[src/rtl/an_barrett_decoder_pipe_pkg.sv]
`default_nettype none
// ============================================================================
// Module  : an_barrett_pkg
// Brief   : Derived widths, Barrett constant and result record for the
//           AN-code decoder.
// Revision: 1.0 - initial release
// ============================================================================
package an_barrett_pkg;

    // Result fields are sized for the widest supported configuration; the
    // decoder zero-extends into them and only drives out the low QW/RW bits.
    localparam int AN_QW_MAX = 32;
    localparam int AN_RW_MAX = 32;

    typedef struct packed {
        logic [AN_QW_MAX-1:0] q;
        logic [AN_RW_MAX-1:0] r;
        logic                 err;
    } an_res_t;

    function automatic int an_calc_rw(input int a);
        return $clog2(a);
    endfunction

    function automatic int an_calc_qw(input int w, input int a);
        return $clog2(((longint'(1) << w) - 1) / longint'(a) + 1);
    endfunction

    function automatic int an_calc_k(input int w, input int a);
        return w + an_calc_rw(a);
    endfunction

    function automatic longint an_calc_m(input int w, input int a);
        return (longint'(1) << an_calc_k(w, a)) / longint'(a);
    endfunction

endpackage
`default_nettype wire

[src/rtl/an_barrett_decoder_pipe_if.sv]
`default_nettype none
// ============================================================================
// Module  : an_barrett_decoder_pipe_if
// Brief   : Codeword-in / result-out valid-ready streams of the decoder.
// Revision: 1.0 - initial release
// ============================================================================
interface an_barrett_decoder_pipe_if #(
    parameter int W = 6,
    parameter int A = 13
);
    localparam int RW = an_barrett_pkg::an_calc_rw(A);
    localparam int QW = an_barrett_pkg::an_calc_qw(W, A);

    logic          in_valid;
    logic          in_ready;
    logic [W-1:0]  in_word;
    logic          out_valid;
    logic          out_ready;
    logic [QW-1:0] out_q;
    logic [RW-1:0] out_r;
    logic          out_err;

    modport master (
        output in_valid, in_word, out_ready,
        input  in_ready, out_valid, out_q, out_r, out_err
    );

    modport slave (
        input  in_valid, in_word, out_ready,
        output in_ready, out_valid, out_q, out_r, out_err
    );

endinterface
`default_nettype wire

[src/rtl/an_barrett_decoder_pipe_corr.sv]
`default_nettype none
// ============================================================================
// Module  : an_barrett_corr
// Brief   : Single-step Barrett correction: (q_est, r_est) -> (q, r, err).
// Revision: 1.0 - initial release
// ============================================================================
module an_barrett_corr #(
    parameter int A  = 13,
    parameter int QW = 3,
    parameter int RW = 4
) (
    input  logic [QW-1:0] q_est_i,
    input  logic [RW:0]   r_est_i,
    output logic [QW-1:0] q_o,
    output logic [RW-1:0] r_o,
    output logic          err_o
);
    localparam logic [RW:0] c_A = (RW+1)'(A);

    logic          w_over;
    logic [RW:0]   w_r_sub;

    // r_est < 2A always holds, so one subtraction lands in [0, A).
    always_comb begin
        w_over  = (r_est_i >= c_A);
        w_r_sub = r_est_i - c_A;
        q_o     = w_over ? (q_est_i + QW'(1)) : q_est_i;
        r_o     = RW'(w_over ? w_r_sub : r_est_i);
    end

    assign err_o = |r_o;

endmodule
`default_nettype wire

[src/rtl/an_barrett_decoder_pipe.sv]
`default_nettype none
// ============================================================================
// Module  : an_barrett_decoder_pipe
// Brief   : Three-stage Barrett AN-code decoder with stream handshake and a
//           saturating error counter.
// Revision: 1.0 - initial release
// ============================================================================
module an_barrett_decoder_pipe
    import an_barrett_pkg::*;
#(
    parameter int W     = 6,
    parameter int A     = 13,
    parameter int CNT_W = 8
) (
    input  logic                  clk,
    input  logic                  rst,
    an_barrett_decoder_pipe_if.slave bus,
    input  logic                  cnt_clr,
    output logic [CNT_W-1:0]      err_cnt
);
    localparam int RW = an_calc_rw(A);
    localparam int QW = an_calc_qw(W, A);
    localparam int K  = an_calc_k(W, A);
    localparam int PW = W + K;

    localparam logic [K-1:0]     c_M       = K'(an_calc_m(W, A));
    localparam logic [RW:0]      c_A       = (RW+1)'(A);
    localparam logic [CNT_W-1:0] c_CNT_MAX = '1;

    logic             w_en;
    logic             w_xfer_err;

    logic             s1_v_q, s2_v_q, s3_v_q;
    logic [W-1:0]     s1_x_q;
    logic [PW-1:0]    s1_p_q, s1_p_d;
    logic [QW-1:0]    s2_qe_q, s2_qe_d;
    logic [RW:0]      s2_re_q, s2_re_d;
    logic [RW:0]      w_qa;
    an_res_t          res_q, res_d;
    logic [CNT_W-1:0] err_cnt_q;

    logic [QW-1:0]    w_q;
    logic [RW-1:0]    w_r;
    logic             w_err;
    logic             w_unused;

    // A single enable stalls every stage together, so bubbles stay in place.
    assign w_en          = bus.out_ready | ~s3_v_q;
    assign bus.in_ready  = w_en;
    assign bus.out_valid = s3_v_q;
    assign bus.out_q     = res_q.q[QW-1:0];
    assign bus.out_r     = res_q.r[RW-1:0];
    assign bus.out_err   = res_q.err;
    assign err_cnt       = err_cnt_q;

    // S1: P = x * M as a shift-add over the set bits of the constant.
    always_comb begin
        s1_p_d = '0;
        for (int i = 0; i < K; i++) begin
            if (c_M[i]) begin
                s1_p_d = s1_p_d + (PW'(bus.in_word) << i);
            end
        end
    end

    // S2: only the low RW+1 bits of x - q_est*A matter since r_est < 2A.
    always_comb begin
        s2_qe_d = s1_p_q[K +: QW];
        w_qa    = '0;
        for (int i = 0; i <= RW; i++) begin
            if (c_A[i]) begin
                w_qa = w_qa + ((RW+1)'(s2_qe_d) << i);
            end
        end
        s2_re_d = (RW+1)'(s1_x_q) - w_qa;
    end

    an_barrett_corr #(
        .A  (A),
        .QW (QW),
        .RW (RW)
    ) u_corr (
        .q_est_i (s2_qe_q),
        .r_est_i (s2_re_q),
        .q_o     (w_q),
        .r_o     (w_r),
        .err_o   (w_err)
    );

    always_comb begin
        res_d     = '0;
        res_d.q   = AN_QW_MAX'(w_q);
        res_d.r   = AN_RW_MAX'(w_r);
        res_d.err = w_err;
    end

    always_ff @(posedge clk or posedge rst) begin
        if (rst) begin
            s1_v_q  <= 1'b0;
            s2_v_q  <= 1'b0;
            s3_v_q  <= 1'b0;
            s1_x_q  <= '0;
            s1_p_q  <= '0;
            s2_qe_q <= '0;
            s2_re_q <= '0;
            res_q   <= '0;
        end else if (w_en) begin
            s1_v_q <= bus.in_valid;
            s2_v_q <= s1_v_q;
            s3_v_q <= s2_v_q;
            if (bus.in_valid) begin
                s1_x_q <= bus.in_word;
                s1_p_q <= s1_p_d;
            end
            if (s1_v_q) begin
                s2_qe_q <= s2_qe_d;
                s2_re_q <= s2_re_d;
            end
            if (s2_v_q) begin
                res_q <= res_d;
            end
        end
    end

    assign w_xfer_err = s3_v_q & bus.out_ready & res_q.err;

    // A clear coinciding with a counted transfer leaves that transfer counted.
    always_ff @(posedge clk or posedge rst) begin
        if (rst) begin
            err_cnt_q <= '0;
        end else if (cnt_clr) begin
            err_cnt_q <= w_xfer_err ? CNT_W'(1) : '0;
        end else if (w_xfer_err && (err_cnt_q != c_CNT_MAX)) begin
            err_cnt_q <= err_cnt_q + CNT_W'(1);
        end
    end

    assign w_unused = ^{s1_p_q, res_q};

endmodule
`default_nettype wire

[src/flat_wrapper.sv]
// flat-port wrapper written by rule: the top's interface ports become plain ports
module an_barrett_decoder_pipe_flat import an_barrett_pkg::*;
#(
    parameter int W     = 6,
    parameter int A     = 13,
    parameter int CNT_W = 8
)
  (clk, rst, cnt_clr, err_cnt, bus_in_valid, bus_in_word, bus_out_ready, bus_in_ready, bus_out_valid, bus_out_q, bus_out_r, bus_out_err);
  an_barrett_decoder_pipe_if #(.W(W), .A(A)) bus_i ();
  input  logic clk;
  input  logic rst;
  input  logic cnt_clr;
  output logic [CNT_W-1:0] err_cnt;
  input wire logic [$bits(bus_i.in_valid)-1:0] bus_in_valid;
  input wire logic [$bits(bus_i.in_word)-1:0] bus_in_word;
  input wire logic [$bits(bus_i.out_ready)-1:0] bus_out_ready;
  output wire logic [$bits(bus_i.in_ready)-1:0] bus_in_ready;
  output wire logic [$bits(bus_i.out_valid)-1:0] bus_out_valid;
  output wire logic [$bits(bus_i.out_q)-1:0] bus_out_q;
  output wire logic [$bits(bus_i.out_r)-1:0] bus_out_r;
  output wire logic [$bits(bus_i.out_err)-1:0] bus_out_err;
  assign bus_i.in_valid = bus_in_valid;
  assign bus_i.in_word = bus_in_word;
  assign bus_i.out_ready = bus_out_ready;
  assign bus_in_ready = bus_i.in_ready;
  assign bus_out_valid = bus_i.out_valid;
  assign bus_out_q = bus_i.out_q;
  assign bus_out_r = bus_i.out_r;
  assign bus_out_err = bus_i.out_err;
  an_barrett_decoder_pipe #(.W(W), .A(A), .CNT_W(CNT_W)) u_core (.clk(clk), .rst(rst), .bus(bus_i), .cnt_clr(cnt_clr), .err_cnt(err_cnt));
endmodule
[config.mk]
export PLATFORM = sky130hd
export DESIGN_NAME = an_barrett_decoder_pipe_flat
export DESIGN_NICKNAME = d
export VERILOG_FILES = /design/src/rtl/an_barrett_decoder_pipe_pkg.sv /design/src/rtl/an_barrett_decoder_pipe_if.sv /design/src/rtl/an_barrett_decoder_pipe_corr.sv /design/src/rtl/an_barrett_decoder_pipe.sv /design/src/flat_wrapper.sv
export SDC_FILE = /design/constraint.sdc
export NUM_CORES = 1
export LEC_CHECK = 0
export CAP_MARGIN = 10
export CORE_ASPECT_RATIO = 1.75
export CORE_MARGIN = 10
export CORE_UTILIZATION = 59
export CTS_CLUSTER_DIAMETER = 50
export DETAILED_ROUTE_END_ITERATION = 12
export PLACE_DENSITY = 0.85
export SETUP_SLACK_MARGIN = 0.5
export SLEW_MARGIN = 20
export SYNTH_ARGS = -nofsm -noshare
export SYNTH_HDL_FRONTEND = slang
export SYNTH_SLANG_ARGS = --single-unit
[constraint.sdc]
create_clock -name clk -period 3.85 [get_ports clk]
set_input_delay 0.77 -clock clk [delete_from_list [all_inputs] [get_ports clk]]
set_output_delay 0.77 -clock clk [all_outputs]
set_load 0.005 [all_outputs]
==> results of run 1 <==
## metal layers
| layer | up-vias | wire length [um] | global-route usage, % |
|---|---|---|---|
| met5 | - | 0 | 0 |
| met3 | 14 | 224 | 3.01 |
| met4 | 0 | 215 | 9.40 |
| met1 | 811 | 1550 | 11.9 |
| met2 | 36 | 2800 | 29.9 |
| li1 | 838 | - | - |
## power groups by stage
stage | Combinational, mW | Sequential, mW | Clock (mW)
global route | 0.934 | 0.615 | 0.306
CTS | 0.821 | 0.599 | 0.295
detailed placement | 0.793 | 0.605 | 0
floorplan | 0.548 | 0.585 | 0
finish | 0.829 | 0.598 | 0.290
global placement | 0.762 | 0.598 | 0
## cells in the mapped netlist, drive strengths merged
master | count | share of area [%]
a211oi | 1 | 0.34
a21o | 3 | 1.0
a21oi | 8 | 2.0
a31oi | 1 | 0.28
and4bb | 1 | 0.57
buf | 5 | 1.2
dfrtp | 35 | 40
fa | 7 | 6.3
ha | 21 | 12
inv | 18 | 3.1
mux2 | 8 | 4.1
mux2i | 2 | 0.91
nand2 | 26 | 4.4
nand2b | 3 | 0.85
nand3 | 3 | 0.68
nand3b | 1 | 0.34
nand4 | 4 | 1.1
nor2 | 12 | 2.0
nor3 | 4 | 0.91
nor3b | 2 | 0.68
nor4 | 2 | 0.57
o2111ai | 1 | 1.2
o211ai | 1 | 0.34
o21a | 1 | 0.34
o21ai | 22 | 5.2
o21bai | 1 | 0.34
o31ai | 2 | 0.91
or2 | 1 | 0.40
or2b | 1 | 0.34
or3 | 1 | 0.28
or4 | 1 | 0.34
xnor2 | 12 | 4.8
xor2 | 7 | 2.8
## state kept, by name, summed over array words and instances (netlist names)
signal and cells:
u_core.s2_v_q 1, u_core.s2_qe_q 3, u_core.bus.out_valid 1, u_core.s1_v_q 1
u_core.s1_p_q 4, u_core.bus.out_q 3, u_core.s1_x_q 4, u_core.err_cnt 8
u_core.bus.out_err 1, u_core.bus.out_r 4, u_core.s2_re_q 5
## cells in the final DEF, fill, tap and decap left out, types with 3 or more instances in the layout
| cell | Yosys | routed |
|---|---|---|
| mux2_2 | 8 | 8 |
| dfrtp_1 | 35 | 35 |
| nand3_1 | 3 | 3 |
| xor2_1 | 7 | 7 |
| nor2_1 | 12 | 11 |
| xnor2_1 | 12 | 12 |
| clkbuf_8 | 0 | 7 |
| ha_1 | 21 | 19 |
| nand2b_1 | 3 | 3 |
| nor3_1 | 4 | 4 |
| nand2_1 | 26 | 26 |
| buf_4 | 1 | 19 |
| o21ai_0 | 19 | 19 |
| inv_1 | 18 | 17 |
| a21o_1 | 3 | 3 |
| a21oi_1 | 7 | 5 |
| clkdlybuf4s50_1 | 0 | 22 |
| nand4_1 | 4 | 4 |
| fa_1 | 7 | 6 |
## cells by family after synthesis
kind of cell / count (synthesis)
adder cells (fa/ha/maj): 28
AND/OR/NAND/NOR: 62
multiplexers: 10
XOR/XNOR: 19
AO/OA/AOI/OAI: 41
flip-flops: 35
buffers and inverters: 23
## critical path: stages
cell,delay [ns]
buf_12,0.11
fa_1,0.52
ha_4,0.31
nand4_1,0.12
a21oi_2,0.20
nor2_2,0.08
o21bai_2,0.17
xor2_1,0.16
ha_1,0.26
nand4_1,0.11
and4bb_2,0.27
or4_1,0.51
nand2_1,0.07
o21ai_1,0.05
## per-stage QoR
step	power [mW]	std cells
global route	1.85	314
global placement	1.36	300
floorplan	1.13	218
CTS	1.72	312
finish	1.72	314
detailed placement	1.40	300
## repair_timing
action                     4_1_cts  5_1_grt
resized for setup               32        7
hold buffers                     0        0
hold endpoints to repair         0        0
setup endpoints to repair        3        3
buffers inserted                 4        2
pin swaps                       18       15
## final timing paths
check / slack (ns) / start / to
worst max-delay path: 0.28 / bus_in_word[2] / u_core.s1_p_q[10]
worst min-delay path: 0.47 / u_core.bus.out_q[2] / u_core.bus.out_q[2]
worst max register to register: 1.51 / u_core.s1_p_q[10] / u_core.s2_re_q[4]
worst min register to register: 0.47 / u_core.bus.out_q[2] / u_core.bus.out_q[2]
max in group asynchronous: 2.66 / rst / u_core.s2_qe_q[2]
min in group asynchronous: 0.87 / rst / u_core.bus.out_valid
## area by class of cell
type | count | area share (%)
Clock buffer | 8 | 3.52
Multi-Input combinational cell | 160 | 46.2
Sequential cell | 35 | 30.8
Timing Repair Buffer | 47 | 15.1
Inverter | 18 | 2.38
Tap cell | 46 | 2.03
==> results.json, run 1 <==
{
  "outcome": "finished clean",
  "mappedNetlistArea_um2": 2210,
  "timing.critical_path.required_ns": 4.01,
  "gr-usage-all-layers_pct": 14.9,
  "maxCapViolations": 0,
  "multi_input_area_um2": 1310,
  "clkSlewWorstSetupHoldPaths_ns": 0.06,
  "synthesis.yosys.warnings": 0,
  "final-max-slew-violation-count": 0,
  "intPower_mw": 1.09,
  "ant_nets": 0,
  "setup_viol_count_final": 0,
  "detail_route.first_pass.iterations": 4,
  "yosys.area_share.adder_pct": 18.2,
  "core_area_um2": 3630,
  "synth_xor_area_share_pct": 7.53,
  "clk_root_buffer_cell": "clkbuf_8",
  "area.sequential_um2": 876,
  "path_type_of_the_worst_min_delay_path": "flip-flop to flip-flop",
  "tritoncts_clock_tree": "built",
  "pin_count": 29,
  "cp_max_fo": 4,
  "worst_setup_path_end_kind": "flip-flop",
  "synth-compound-area-share_pct": 11.9,
  "synth.ff_latch_count": 35,
  "routed_wirelength_um": 4790,
  "switching_share_pct": 36.6,
  "critPathArrivalTime_ns": 3.72,
  "grt_setup_unrepaired": "true",
  "first_iter_violations": 55,
  "power_density_nw_per_um2": 605,
  "routed-via-count": 1699,
  "ir_drop_mv": 0.389,
  "muxShareOfSynthArea_pct": 4.98,
  "clkSinkCount": 35,
  "synth_simple_gate_area_share_pct": 13.5,
  "worstSetupPathType": "primary input to flip-flop",
  "nets": 306,
  "total_cts_buffers": 5,
  "rr_worst_depth": 8,
  "syn_nets": 257,
  "synth.avg_cell_area_um2": 10.1,
  "comb_power_share_pct": 48.3,
  "area_growth_pct": 28.5,
  "wire_per_inst_um": 15.3,
  "fillerInstances": 252,
  "number_of_global_route_vias_before_repair": 1799,
  "ctsHtreeMaxLevel": 2,
  "worst_setup_path_start_kind": "primary input",
  "grt_first_pass_wirelength_um": 7760,
  "synth_top_family_by_area": "adder cells",
  "slew_at_the_pin_with_the_worst_max_slew_slack_ns": 0.450,
  "replace_congestion": 0.760,
  "fraction_of_final_layout_cells_sized_beyond_drive_strength_1_pct": 19.8,
  "port_buffers": 28,
  "drcViolationCount": 0,
  "globalRouteOverflowTotal": 0,
  "hold_depth": 2,
  "setup_total_negative_slack_ns": 0,
  "finalCriticalPeriod_ns": 3.57,
  "chipHeight_um": 101,
  "max_slew_margin_pct": 69.9,
  "n_antenna_cell": 0,
  "finish.utilization_pct": 78.3,
  "clock_tree.buffer_depth": 2,
  "synth_sequential_area_ratio_pct": 39.6,
  "fin_skew_ns": 0.00603,
  "period_share_pct": 92.6,
  "hpwl_um": 3650,
  "die_area_um2": 6690,
  "leak_nw": 1.29,
  "initial_core_util_pct": 60.9,
  "number_of_antenna_violations_at_the_first_check_in_global_routing": 0,
  "largest_net_degree_at_the_start_of_global_routing": 36,
  "detail_route.vias_per_cell": 5.41,
  "post_dp_cell_area_um2": 2620,
  "detailedPlace.worstSlack_ns": -0.420,
  "share_clk_of_total_power_pct": 16.9,
  "netlist_instances": 218,
  "die_w_um": 66.3,
  "netSwitchingPower_uw": 629,
  "insertion_delay_ns": 0.29,
  "seq_power_share_pct": 34.8,
  "finalHoldWorstSlack_ns": 0.475,
  "floorplan.rows": 29,
  "final_design_area_no_fill_um2": 2840,
  "timing.final.hold_violations": 0,
  "setup_ws_final_ns": 0.284,
  "max_freq_ghz": 0.280,
  "yosys.cell_types.count": 39
}
(Power assumes the default switching activity.)
==> run 2, diff against run 1 <==
--- a/config.mk
+++ b/config.mk
@@ -13,7 +13,6 @@
 export DETAILED_ROUTE_END_ITERATION = 12
 export PLACE_DENSITY = 0.85
 export SETUP_SLACK_MARGIN = 0.5
-export SLEW_MARGIN = 20
 export SYNTH_ARGS = -nofsm -noshare
 export SYNTH_HDL_FRONTEND = slang
 export SYNTH_SLANG_ARGS = --single-unit
==> results of run 2 <==
Final layout, timing and power as in run 1 (identical DEF).
==> run 3, diff against run 2 <==
--- a/config.mk
+++ b/config.mk
@@ -13,6 +13,7 @@
 export DETAILED_ROUTE_END_ITERATION = 12
 export PLACE_DENSITY = 0.85
 export SETUP_SLACK_MARGIN = 0.5
+export SKIP_CTS_REPAIR_TIMING = 1
 export SYNTH_ARGS = -nofsm -noshare
 export SYNTH_HDL_FRONTEND = slang
 export SYNTH_SLANG_ARGS = --single-unit
==> run 3 against run 2 <==
Effect of this change:
- count of clock-buffer cells in the layout unchanged
- via count down 1.6%
- clock power about the same
- maximum frequency up 1.9%
- hold slack worse by 0.0011 ns
- power down 1.3%
- register-to-register slack about the same
- wire length down 4.2%
- non-clock buffer count down 4
- critical endpoint unchanged
- highest routed layer unchanged
==> results.json, run 3 (synthesized netlist as in run 1, its figures left out) <==
{
  "outcome": "finished clean",
  "crit_path_max_incr_delay_ns": 0.59,
  "timing.final.hold_violations": 0,
  "post_dp_cell_area_um2": 2620,
  "critical_path.reg2reg.endpoint": "u_core.s2_re_q[4]",
  "fin_skew_ns": 0.00613,
  "final_design_area_no_fill_um2": 2790,
  "worst_setup_path_start_kind": "primary input",
  "timing.rr.start": "u_core.s1_p_q[10]",
  "intPower_mw": 1.08,
  "detail_route.first_pass.iterations": 4,
  "fraction_of_final_layout_cells_sized_beyond_drive_strength_1_pct": 17.4,
  "globalRouteOverflowTotal": 0,
  "finish.cell_count_without_fillers": 310,
  "period_share_pct": 90.9,
  "ctsHtreeMaxLevel": 2,
  "die_w_um": 66.3,
  "clkSinkCount": 35,
  "chipHeight_um": 101,
  "detailedPlace.worstSlack_ns": -0.420,
  "path_type_of_the_worst_min_delay_path": "flip-flop to flip-flop",
  "use_met2_pct": 29.6,
  "maxCapViolations": 0,
  "ir_drop_mv": 0.380,
  "slew_at_the_pin_with_the_worst_max_slew_slack_ns": 0.454,
  "clk_root_buffer_cell": "clkbuf_8",
  "grt_setup_unrepaired": "true",
  "worstSetupPathType": "primary input to flip-flop",
  "largest_net_degree_at_the_start_of_global_routing": 36,
  "timing.critical_path.cells": "buf_8 -> fa_2 -> ha_4 -> a21oi_2 -> a21oi_1 -> nor2_1 -> o21bai_1 -> xor2_1 -> ha_1 -> buf_4 -> a21o_1 -> a21o_1 -> or4_1 -> nand2_1 -> o21ai_1",
  "grt.met1_usage_pct": 12.0,
  "nets": 302,
  "clkSlewWorstSetupHoldPaths_ns": 0.06,
  "first_iter_violations": 51,
  "replace_congestion": 0.760,
  "critPathArrivalTime_ns": 3.65,
  "wire_per_inst_um": 14.8,
  "mostFrequentLayoutCell": "dfrtp_1",
  "grt_first_pass_wirelength_um": 7580,
  "final_cell_mix": "dfrtp_1 (35), nand2_1 (26), clkdlybuf4s50_1 (22), o21ai_0 (19), ha_1 (19)",
  "critPathMostFrequentCell": "a21o_1",
  "leak_nw": 1.28,
  "setup_ws_final_ns": 0.350,
  "clock_tree.buffer_depth": 2,
  "core_area_um2": 3630,
  "top_usage_layer": "met2",
  "routed_wirelength_um": 4590,
  "largest_reg_flops": 8,
  "dp_cells": 300,
  "gr-usage-all-layers_pct": 14.5,
  "setup_viol_count_final": 0,
  "floorplan.rows": 29,
  "grt_util_met3_pct": 2.78,
  "area_growth_pct": 26.3,
  "insertion_delay_ns": 0.29,
  "setup_total_negative_slack_ns": 0,
  "hold_depth": 2,
  "whs_endpoint": "u_core.bus.out_q[2]",
  "port_buffers": 28,
  "timing.critical_path.required_ns": 4.01,
  "total_cts_buffers": 5,
  "hpwl_um": 3650,
  "number_of_global_route_vias_before_repair": 1753,
  "hold_path_startpoint": "u_core.bus.out_q[2]",
  "finalCriticalPeriod_ns": 3.50,
  "max_slew_margin_pct": 69.7,
  "detail_route.vias_per_cell": 5.39,
  "slowest_stage": "fa_2",
  "drcViolationCount": 0,
  "fillerInstances": 265,
  "share_clk_of_total_power_pct": 17.1,
  "comb_power_share_pct": 47.5,
  "n_antenna_cell": 0,
  "max_freq_ghz": 0.286,
  "cp_max_fo": 4,
  "pin_count": 29,
  "tritoncts_clock_tree": "built",
  "setup.reg_to_reg.worst_slack_ns": 1.51,
  "number_of_antenna_violations_at_the_first_check_in_global_routing": 0,
  "finish.utilization_pct": 76.9,
  "die_area_um2": 6690,
  "power_density_nw_per_um2": 607,
  "switching_share_pct": 36.5,
  "routed-via-count": 1672,
  "initial_core_util_pct": 60.9,
  "ant_nets": 0,
  "worst_setup_path_end_kind": "flip-flop",
  "rr_worst_depth": 8,
  "final-max-slew-violation-count": 0,
  "netSwitchingPower_uw": 619,
  "seq_power_share_pct": 35.3
}
[run 3: per-layer routing]
metal	vias up	share of wire [%]
met4	0	3.3
met2	30	60
met1	803	33
li1	829	-
met5	-	0
met3	10	4.4
[run 3: worst max-delay path by stage]
| stage | from | to | slack [ns] | cells after the start |
|---|---|---|---|---|
| finish | bus_in_word[3] | u_core.s1_p_q[10] | 0.35 | 15 |
| global route | bus_in_word[3] | u_core.s1_p_q[10] | 0.13 | 14 |
| CTS | bus_in_word[2] | u_core.s1_p_q[10] | -0.12 | 14 |
| detailed placement | bus_in_word[2] | u_core.s1_p_q[10] | -0.42 | 14 |
| global placement | bus_in_word[3] | u_core.s1_p_q[10] | -0.29 | 14 |
| floorplan | bus_in_word[2] | u_core.s1_p_q[10] | 0.35 | 13 |
[run 3: worst max-delay path: cells and delay by family]
family / cells / cell delay (ns)
buffers and inverters: 2 / 0.26
xor gates and xnor gates: 1 / 0.17
and+or+nand+nor: 3 / 0.60
adders and majority gates: 3 / 1.12
AOI/OAI and AO/OA: 6 / 0.73
[run 3: power by group through the flow]
stage | registers, mW | clock network (mW) | logic, mW
6_report | 0.599 | 0.291 | 0.805
3_5_place_dp | 0.605 | 0 | 0.793
2_1_floorplan | 0.585 | 0 | 0.548
4_1_cts | 0.599 | 0.295 | 0.798
3_3_place_gp | 0.598 | 0 | 0.762
5_1_grt | 0.615 | 0.306 | 0.913
[run 3: cell type report]
type	instances	area (um^2)	area share (%)
Clock buffer	8	100	3.59
Inverter	18	67.6	2.42
Multi-Input combinational cell	160	1300	46.4
Sequential cell	35	876	31.4
Tap cell	46	57.6	2.06
Timing Repair Buffer	43	394	14.1
[run 3: metrics by stage]
step	total power, mW	hold slack, ns
3_5_place_dp	1.40	0.462
4_1_cts	1.69	0.479
3_3_place_gp	1.36	0.453
2_1_floorplan	1.13	0.436
5_1_grt	1.83	0.508
6_report	1.69	0.474
